`config.mk`:
```
export PLATFORM = sky130hd
export DESIGN_NAME = unified_mem_arbiter
export DESIGN_NICKNAME = d
export VERILOG_FILES = /design/src/rtl/mem_arb_pkg.sv /design/src/rtl/mem_arb_select.sv /design/src/rtl/unified_mem_arbiter.sv
export SDC_FILE = /design/constraint.sdc
export NUM_CORES = 1
export LEC_CHECK = 0
export CORE_ASPECT_RATIO = 0.5
export CORE_UTILIZATION = 35
export DETAILED_ROUTE_END_ITERATION = 10
export PLACE_DENSITY = 0.69
export RECOVER_POWER = 25
export SLEW_MARGIN = 5
export SYNTH_ARGS = -nofsm -noshare
export SYNTH_HDL_FRONTEND = slang
export SYNTH_SLANG_ARGS = --single-unit
```
`constraint.sdc`:
```
create_clock -name i_Clock -period 13.9 [get_ports i_Clock]
set_clock_uncertainty 0.1 [all_clocks]
set_input_delay 2.78 -clock i_Clock [delete_from_list [all_inputs] [get_ports i_Clock]]
set_output_delay 2.78 -clock i_Clock [all_outputs]
set_load 0.01 [all_outputs]
```
`src/rtl/mem_arb_pkg.sv`:
```
// Shared types for the unified instruction/data memory arbiter.
// Grant vector bit positions and burst counter sizing live here too.
package mem_arb_pkg;

    typedef enum logic [1:0] {
        IDLE = 2'd0,
        BUSY = 2'd1,
        RESP = 2'd2
    } state_t;

    typedef enum logic {
        OWN_I = 1'b0,
        OWN_D = 1'b1
    } owner_t;

    localparam int GNT_I = 0;
    localparam int GNT_D = 1;

    // A zero burst limit still needs a one-bit counter to keep ports legal.
    function automatic int cnt_width(input int max_burst);
        return (max_burst > 0) ? $clog2(max_burst + 1) : 1;
    endfunction

endpackage

```
`src/rtl/mem_arb_select.sv`:
```
// Priority select between fetch and data requests, with the burst counter
// that lets a waiting fetch in after MAX_DATA_BURST consecutive data grants.
module mem_arb_select
    import mem_arb_pkg::*;
#(
    parameter int MAX_DATA_BURST = 4,
    parameter int CNT_W          = cnt_width(MAX_DATA_BURST)
) (
    input  logic             grant_en,
    input  logic             i_req,
    input  logic             d_req,
    input  logic [CNT_W-1:0] burst_cnt,
    output logic [1:0]       grant,
    output logic [CNT_W-1:0] burst_cnt_next
);

    logic fetch_turn;
    logic d_win;
    logic i_win;

    always_comb begin
        fetch_turn = (MAX_DATA_BURST != 0) && (burst_cnt == CNT_W'(MAX_DATA_BURST));
        d_win      = grant_en && d_req && !(i_req && fetch_turn);
        i_win      = grant_en && i_req && !d_win;

        grant        = '0;
        grant[GNT_D] = d_win;
        grant[GNT_I] = i_win;

        // Only data grants that overtake a waiting fetch count toward the limit.
        if (!i_req || i_win) begin
            burst_cnt_next = '0;
        end else if (d_win && (burst_cnt != CNT_W'(MAX_DATA_BURST))) begin
            burst_cnt_next = burst_cnt + 1'b1;
        end else begin
            burst_cnt_next = burst_cnt;
        end
    end

endmodule

```
`src/rtl/unified_mem_arbiter.sv`:
```
// Shares one single-port memory between the CPU fetch and data ports.
// One access in flight at a time; a grant in RESP overlaps the response.
module unified_mem_arbiter
    import mem_arb_pkg::*;
#(
    parameter int DATA_WIDTH     = 32,
    parameter int ADDR_WIDTH     = 32,
    parameter int MAX_DATA_BURST = 4
) (
    input  logic                  i_Clock,
    input  logic                  i_Reset,
    input  logic                  i_IReq,
    input  logic [ADDR_WIDTH-1:0] i_IAddr,
    output logic                  o_IReady,
    output logic                  o_IValid,
    output logic [DATA_WIDTH-1:0] o_IData,
    input  logic                  i_DReq,
    input  logic [ADDR_WIDTH-1:0] i_DAddr,
    input  logic                  i_DWrEnable,
    input  logic [DATA_WIDTH-1:0] i_DWrData,
    output logic                  o_DReady,
    output logic                  o_DValid,
    output logic [DATA_WIDTH-1:0] o_DRdData,
    output logic                  o_MemReq,
    output logic [ADDR_WIDTH-1:0] o_MemAddr,
    output logic                  o_MemWrEnable,
    output logic [DATA_WIDTH-1:0] o_MemWrData,
    input  logic                  i_MemAck,
    input  logic [DATA_WIDTH-1:0] i_MemRdData
);

    localparam int CNT_W = cnt_width(MAX_DATA_BURST);

    state_t                state_reg;
    state_t                state_next;
    logic [CNT_W-1:0]      burst_cnt_reg;
    logic [CNT_W-1:0]      burst_cnt_next;
    logic [ADDR_WIDTH-1:0] cmd_addr_reg;
    logic                  cmd_we_reg;
    logic [DATA_WIDTH-1:0] cmd_wdata_reg;
    owner_t                cmd_owner_reg;
    logic [DATA_WIDTH-1:0] i_data_reg;
    logic [DATA_WIDTH-1:0] d_data_reg;
    logic [1:0]            grant;
    logic                  grant_en;
    logic                  mem_done;

    assign grant_en = (state_reg == IDLE) || (state_reg == RESP);
    assign mem_done = (state_reg == BUSY) && i_MemAck;

    mem_arb_select #(
        .MAX_DATA_BURST(MAX_DATA_BURST),
        .CNT_W         (CNT_W)
    ) u_select (
        .grant_en      (grant_en),
        .i_req         (i_IReq),
        .d_req         (i_DReq),
        .burst_cnt     (burst_cnt_reg),
        .grant         (grant),
        .burst_cnt_next(burst_cnt_next)
    );

    always_ff @(posedge i_Clock or posedge i_Reset) begin
        if (i_Reset) begin
            state_reg <= IDLE;
        end else begin
            state_reg <= state_next;
        end
    end

    always_comb begin
        state_next = state_reg;
        case (state_reg)
            IDLE:    if (|grant) state_next = BUSY;
            BUSY:    if (i_MemAck) state_next = RESP;
            RESP:    state_next = (|grant) ? BUSY : IDLE;
            default: state_next = IDLE;
        endcase
    end

    always_ff @(posedge i_Clock or posedge i_Reset) begin
        if (i_Reset) begin
            burst_cnt_reg <= '0;
            cmd_addr_reg  <= '0;
            cmd_we_reg    <= 1'b0;
            cmd_wdata_reg <= '0;
            cmd_owner_reg <= OWN_I;
            i_data_reg    <= '0;
            d_data_reg    <= '0;
        end else begin
            burst_cnt_reg <= burst_cnt_next;
            if (grant[GNT_D]) begin
                cmd_addr_reg  <= i_DAddr;
                cmd_we_reg    <= i_DWrEnable;
                cmd_wdata_reg <= i_DWrData;
                cmd_owner_reg <= OWN_D;
            end else if (grant[GNT_I]) begin
                cmd_addr_reg  <= i_IAddr;
                cmd_we_reg    <= 1'b0;
                cmd_wdata_reg <= '0;
                cmd_owner_reg <= OWN_I;
            end
            // Writes report zero on the data port so stale read data never leaks.
            if (mem_done) begin
                if (cmd_owner_reg == OWN_I) begin
                    i_data_reg <= i_MemRdData;
                end else begin
                    d_data_reg <= cmd_we_reg ? '0 : i_MemRdData;
                end
            end
        end
    end

    always_comb begin
        o_MemReq      = (state_reg == BUSY);
        o_MemWrEnable = (state_reg == BUSY) && cmd_we_reg;
        o_IValid      = (state_reg == RESP) && (cmd_owner_reg == OWN_I);
        o_DValid      = (state_reg == RESP) && (cmd_owner_reg == OWN_D);
        o_IReady      = grant[GNT_I];
        o_DReady      = grant[GNT_D];
    end

    assign o_MemAddr   = cmd_addr_reg;
    assign o_MemWrData = cmd_wdata_reg;
    assign o_IData     = i_data_reg;
    assign o_DRdData   = d_data_reg;

endmodule

```
After elaboration in Yosys (flattened, before gate mapping)
Index checks and enable logic that the tools add are counted.
- register bits after elaboration: 135
- input port bits: 134
- output and inout port bits: 134
- logic and storage cells: 52
- add/sub/neg operators: 1
- eq/ne operators: 6
- mux-type cells: 14
- bitwise gates (word level): 1
- reduce and logical (&&, ||, !) cells: 22
- operators by type and width (cell ; count):
    32-bit 2-to-1 mux ; 5
    1-bit logical AND ; 10
    3-bit 2-to-1 mux ; 2
    2-bit case mux with 3 select lines ; 1
    2-bit AND reduction ; 3
    1-bit 2-to-1 mux ; 4
    2-bit 2-to-1 mux ; 2
    2-bit by 1-bit != test with 1-bit output (second input constant) ; 2
    2-bit nonzero test ; 2
    3-bit by 1-bit adder with 3-bit output (second input constant) ; 1
    3-bit equality test (second input constant) ; 1
    1-bit zero test ; 3
    3-bit != test (second input constant) ; 1
    2-bit by 1-bit equality test with 1-bit output (second input constant) ; 1
    2-bit equality test (second input constant) ; 1
    2-bit zero test ; 1
    1-bit logical OR ; 2
    2-bit OR reduction ; 1
    1-bit NOT ; 1

Longest topological paths before layout
- depth in word-level cells: 9
- mapped depth: 8

Modules after synthesis
Synthesis repeated with hierarchy kept, for this count alone.
- cells, all modules: 490
- area total of the unflattened synthesis: 6085.8 µm²
- by module, submodules not included (module ; instances ; cells an instance ; area an instance (µm²) ; seq. area each (µm²)):
    unified_mem_arbiter ; 1 ; 468 ; 5936.9 ; 3378.2
    mem_arb_select ; 1 ; 22 ; 148.9 ; 0.0

Least setup slack after synthesis
No wires, ideal clock.
- kind: input port to output port
- start point: input i_DReq
- end point: output o_DReady
- data arrival time: 3.526 ns
- slack: 7.494 ns
- cell stages on the path: 5
- buffers on the path: 4
- path through: buf_2 > and3b_1 > clkbuf_1 > buf_6 > buf_6
- longest elaborated chain between the ends: 2
- RTL lines (element ; line ; text):
    from (decl) ; unified_mem_arbiter.sv:17 ; input logic i_DReq,
    1-bit logical AND (2 in series) ; mem_arb_select.sv:23 ; d_win = grant_en && d_req && !(i_req && fetch_turn);
    to (decl) ; unified_mem_arbiter.sv:21 ; output logic o_DReady,
Every way passes these cells.

Worst setup path after layout
- start point: input i_DReq
- end point: output o_IReady
- longest elaborated chain between the ends: 4
- RTL lines (element ; line ; text):
    1-bit logical AND (2 in series) ; mem_arb_select.sv:23 ;
    1-bit zero test ; mem_arb_select.sv:24 ; i_win = grant_en && i_req && !d_win;
    1-bit logical AND ; mem_arb_select.sv:24 ;
    to (decl) ; unified_mem_arbiter.sv:14 ; output logic o_IReady,
Every way passes these cells.

==> flow_metrics.env <==
export IMPL_async_reset_ff_frac=1.000
export IMPL_cp_slowest_cell="clkbuf_1"
export IMPL_dpl_worst_slack_ns=5.929
export IMPL_die_y_um=94.18
export IMPL_worstPathRequired_ns=11.02
export IMPL_mostFrequentLayoutCell="clkdlybuf4s50_1"
export IMPL_vias=4708
export IMPL_top_layer_used="met4"
export IMPL_slew_violations=168
export IMPL_hold_path_end="o_DRdData[17]"
export IMPL_ys_seq_elements=135
export IMPL_grt_pass1_vias=4923
export IMPL_cts_clk_slew_worst_paths_ns=0.06
export IMPL_placedInstanceArea_sq_mm=0.008730
export IMPL_tightest_slew_ns=2.790
export IMPL_slew_headroom=-0.8704
export IMPL_clk_path_buf_depth=2
export IMPL_clock_sinks=135
export IMPL_hold_buffers=0
export IMPL_diodes=0
export IMPL_fin_crit_sh=0.6110
export IMPL_r2r_start="state_reg[0]"
export IMPL_setup_viol=0
export IMPL_grt_usage=0.1932
export IMPL_ant_nets=0
export IMPL_fin_tns_setup_ns=0
export IMPL_numCtsBuffers=17
export IMPL_ys_warnings_count=0
export IMPL_clock_latency_ns=0.40
export IMPL_drc=0
export IMPL_syn_num_nets=636
export IMPL_start_util=0.3611
export IMPL_r2r_end="o_DRdData[3]"
export IMPL_syn_inst=500
export IMPL_fillerInstances=1390
export IMPL_utilization=0.5665
export IMPL_netlist_area_sq_mm=0.005948
export IMPL_dr_wl_met2_um=8514
export IMPL_dp_cells=956
export IMPL_critical_path_cell_chain="dlygate4sd3_1, clkbuf_1, a21boi_0, nor3b_1, clkdlybuf4s50_1"
export IMPL_crit_type="input pin to output pin"
export IMPL_gp_congestion=0.7427
export IMPL_htree_levels=4
export IMPL_final_cell_mix="clkdlybuf4s50_1 (261), dfrtp_1 (135), nand2_1 (100)"
export IMPL_cts_resized=0
export IMPL_min_period_ns=8.494
export IMPL_hold_depth=2
export IMPL_pin_count=268
export IMPL_cts_tree="done"
export IMPL_start_kind="input pin"
export IMPL_synth_edf_count=0
export IMPL_rsz0062_at_grt="false"
export IMPL_route_detailed_wl_per_inst_um=16.97
export IMPL_r2r_worst_path_cells=3
export IMPL_area_growth_pct=56.90
export IMPL_yosysSeqAreaShare=0.5679
export IMPL_max_vdd_ir_drop_mv=0.09554
export IMPL_synth_avg_cell_area_sq_um=11.90
export IMPL_coreArea_sq_mm=0.01647
export IMPL_grt_antenna_before_repair=0
export IMPL_synthFlopType="dfrtp_1"
export IMPL_hold_worst_slack_ns=0.3769
export IMPL_p_leak_nw=3.964
export IMPL_finalWirelength_um=16770
export IMPL_hold_viol=0
export IMPL_stdcell_count=988
export IMPL_cap_violations=3
export IMPL_power_mw=2.078
export IMPL_grt_overflow=0
export IMPL_cellPowerDensity_mw_per_mm2=222.7
export IMPL_initialDrtViolationCount=191
export IMPL_worstPathMaxFanout=37
export IMPL_grt_first_pass_wirelength_um=26660
export IMPL_worst_slack_ns=5.406
export IMPL_status="complete, but fails checks"
export IMPL_cts_setup_buffers=0
export IMPL_nets=884
export IMPL_grt_max_degree=73
export IMPL_cts_root_buf="clkbuf_16"
export IMPL_critPathArrivalTime_ns=5.61
export IMPL_port_buffers=267
export IMPL_die_area_sq_mm=0.01755
export IMPL_critical_path_max_stage_delay_ns=1.27
export IMPL_rows=33
export IMPL_hp_class="register to register"
export IMPL_dpl_hpwl_um=11030
export IMPL_r2r_slack_ns=10.40
export IMPL_yosysUniqueCellTypes=28
export IMPL_hp_start="o_DRdData[17]"
export IMPL_layout_drive_gt1_share=0.1235
export IMPL_first_pass_iters=4
export IMPL_worst_setup_path_end_kind="output pin"
export IMPL_failed_checks="max-capacitance violations, max-slew violations"
export IMPL_viasPerCell=4.765
export IMPL_die_x_um=186.4
export IMPL_fmax_mhz=117.7
export IMPL_wl_met3_um=535
export IMPL_final_area_sq_mm=0.009333
export IMPL_wl_met1_um=7480
==> cell type report <==
class	instances	area (sq um)	share of cell area
Sequential cell	135	3378	0.3620
Inverter	4	16.27	0.001743
Clock inverter	13	171.4	0.01837
Clock buffer	19	442.9	0.04746
Multi-Input combinational cell	318	2337	0.2504
Tap cell	227	284.0	0.03043
Timing Repair Buffer	272	2703	0.2896
==> Yosys cell counts, types with 2 or more instances <==
library cell / count / area, sq um
o211ai_1: 4 / 30.03
and2_1: 2 / 12.51
and3b_1: 3 / 26.28
dfrtp_1: 135 / 3378
o21ai_1: 3 / 15.01
clkbuf_1: 27 / 101.4
o21ai_0: 31 / 155.2
mux2_4: 20 / 300.3
nor3b_1: 4 / 30.03
mux2_1: 7 / 78.83
a21boi_0: 4 / 30.03
buf_6: 8 / 90.09
o211ai_2: 28 / 350.3
nand2b_1: 32 / 200.2
nand2_1: 100 / 375.4
nand4b_1: 33 / 289.0
ha_1: 2 / 25.02
mux2_2: 5 / 56.30
a22o_1: 33 / 289.0
inv_1: 4 / 15.01
buf_2: 8 / 40.04
==> routing by layer <==
metal  up-vias  track usage
li1       2257            -
met1      2326       0.2440
met2       105       0.3374
met3        20      0.03473
met4         0      0.06336
met5         -            0
==> cell families after synthesis <==
group / after synthesis / share of synthesized area
AO/OA/AOI/OAI: 106 / 0.1504
multiplexers: 32 / 0.07320
flip-flops: 135 / 0.5679
buffers and inverters: 47 / 0.04144
AND/OR/NAND/NOR: 178 / 0.1628
adder cells (fa/ha/maj): 2 / 0.004206
==> worst max-delay path by stage <==
stage,slack [ns],from,to,cells after the start
global placement,6.03,i_IReq,o_DReady,4
CTS,5.94,i_IReq,o_DReady,4
global route,5.12,i_DReq,o_IReady,5
detailed placement,5.93,i_IReq,o_DReady,4
floorplan,7.41,i_Reset,burst_cnt_reg[0],1
finish,5.41,i_DReq,o_IReady,5
==> worst max-delay path: cells and delay by family <==
kind | cells | cell delay, ns
buf+inv | 3 | 2.34
simple gates | 1 | 0.09
compound gates | 1 | 0.39
==> power breakdown <==
group          total [mW]  internal, mW  switching, mW
combinational       0.906         0.536          0.370
clock               0.469         0.290          0.179
sequential          0.703         0.576          0.127
Note: power is estimated with default switching activity, not from simulation.
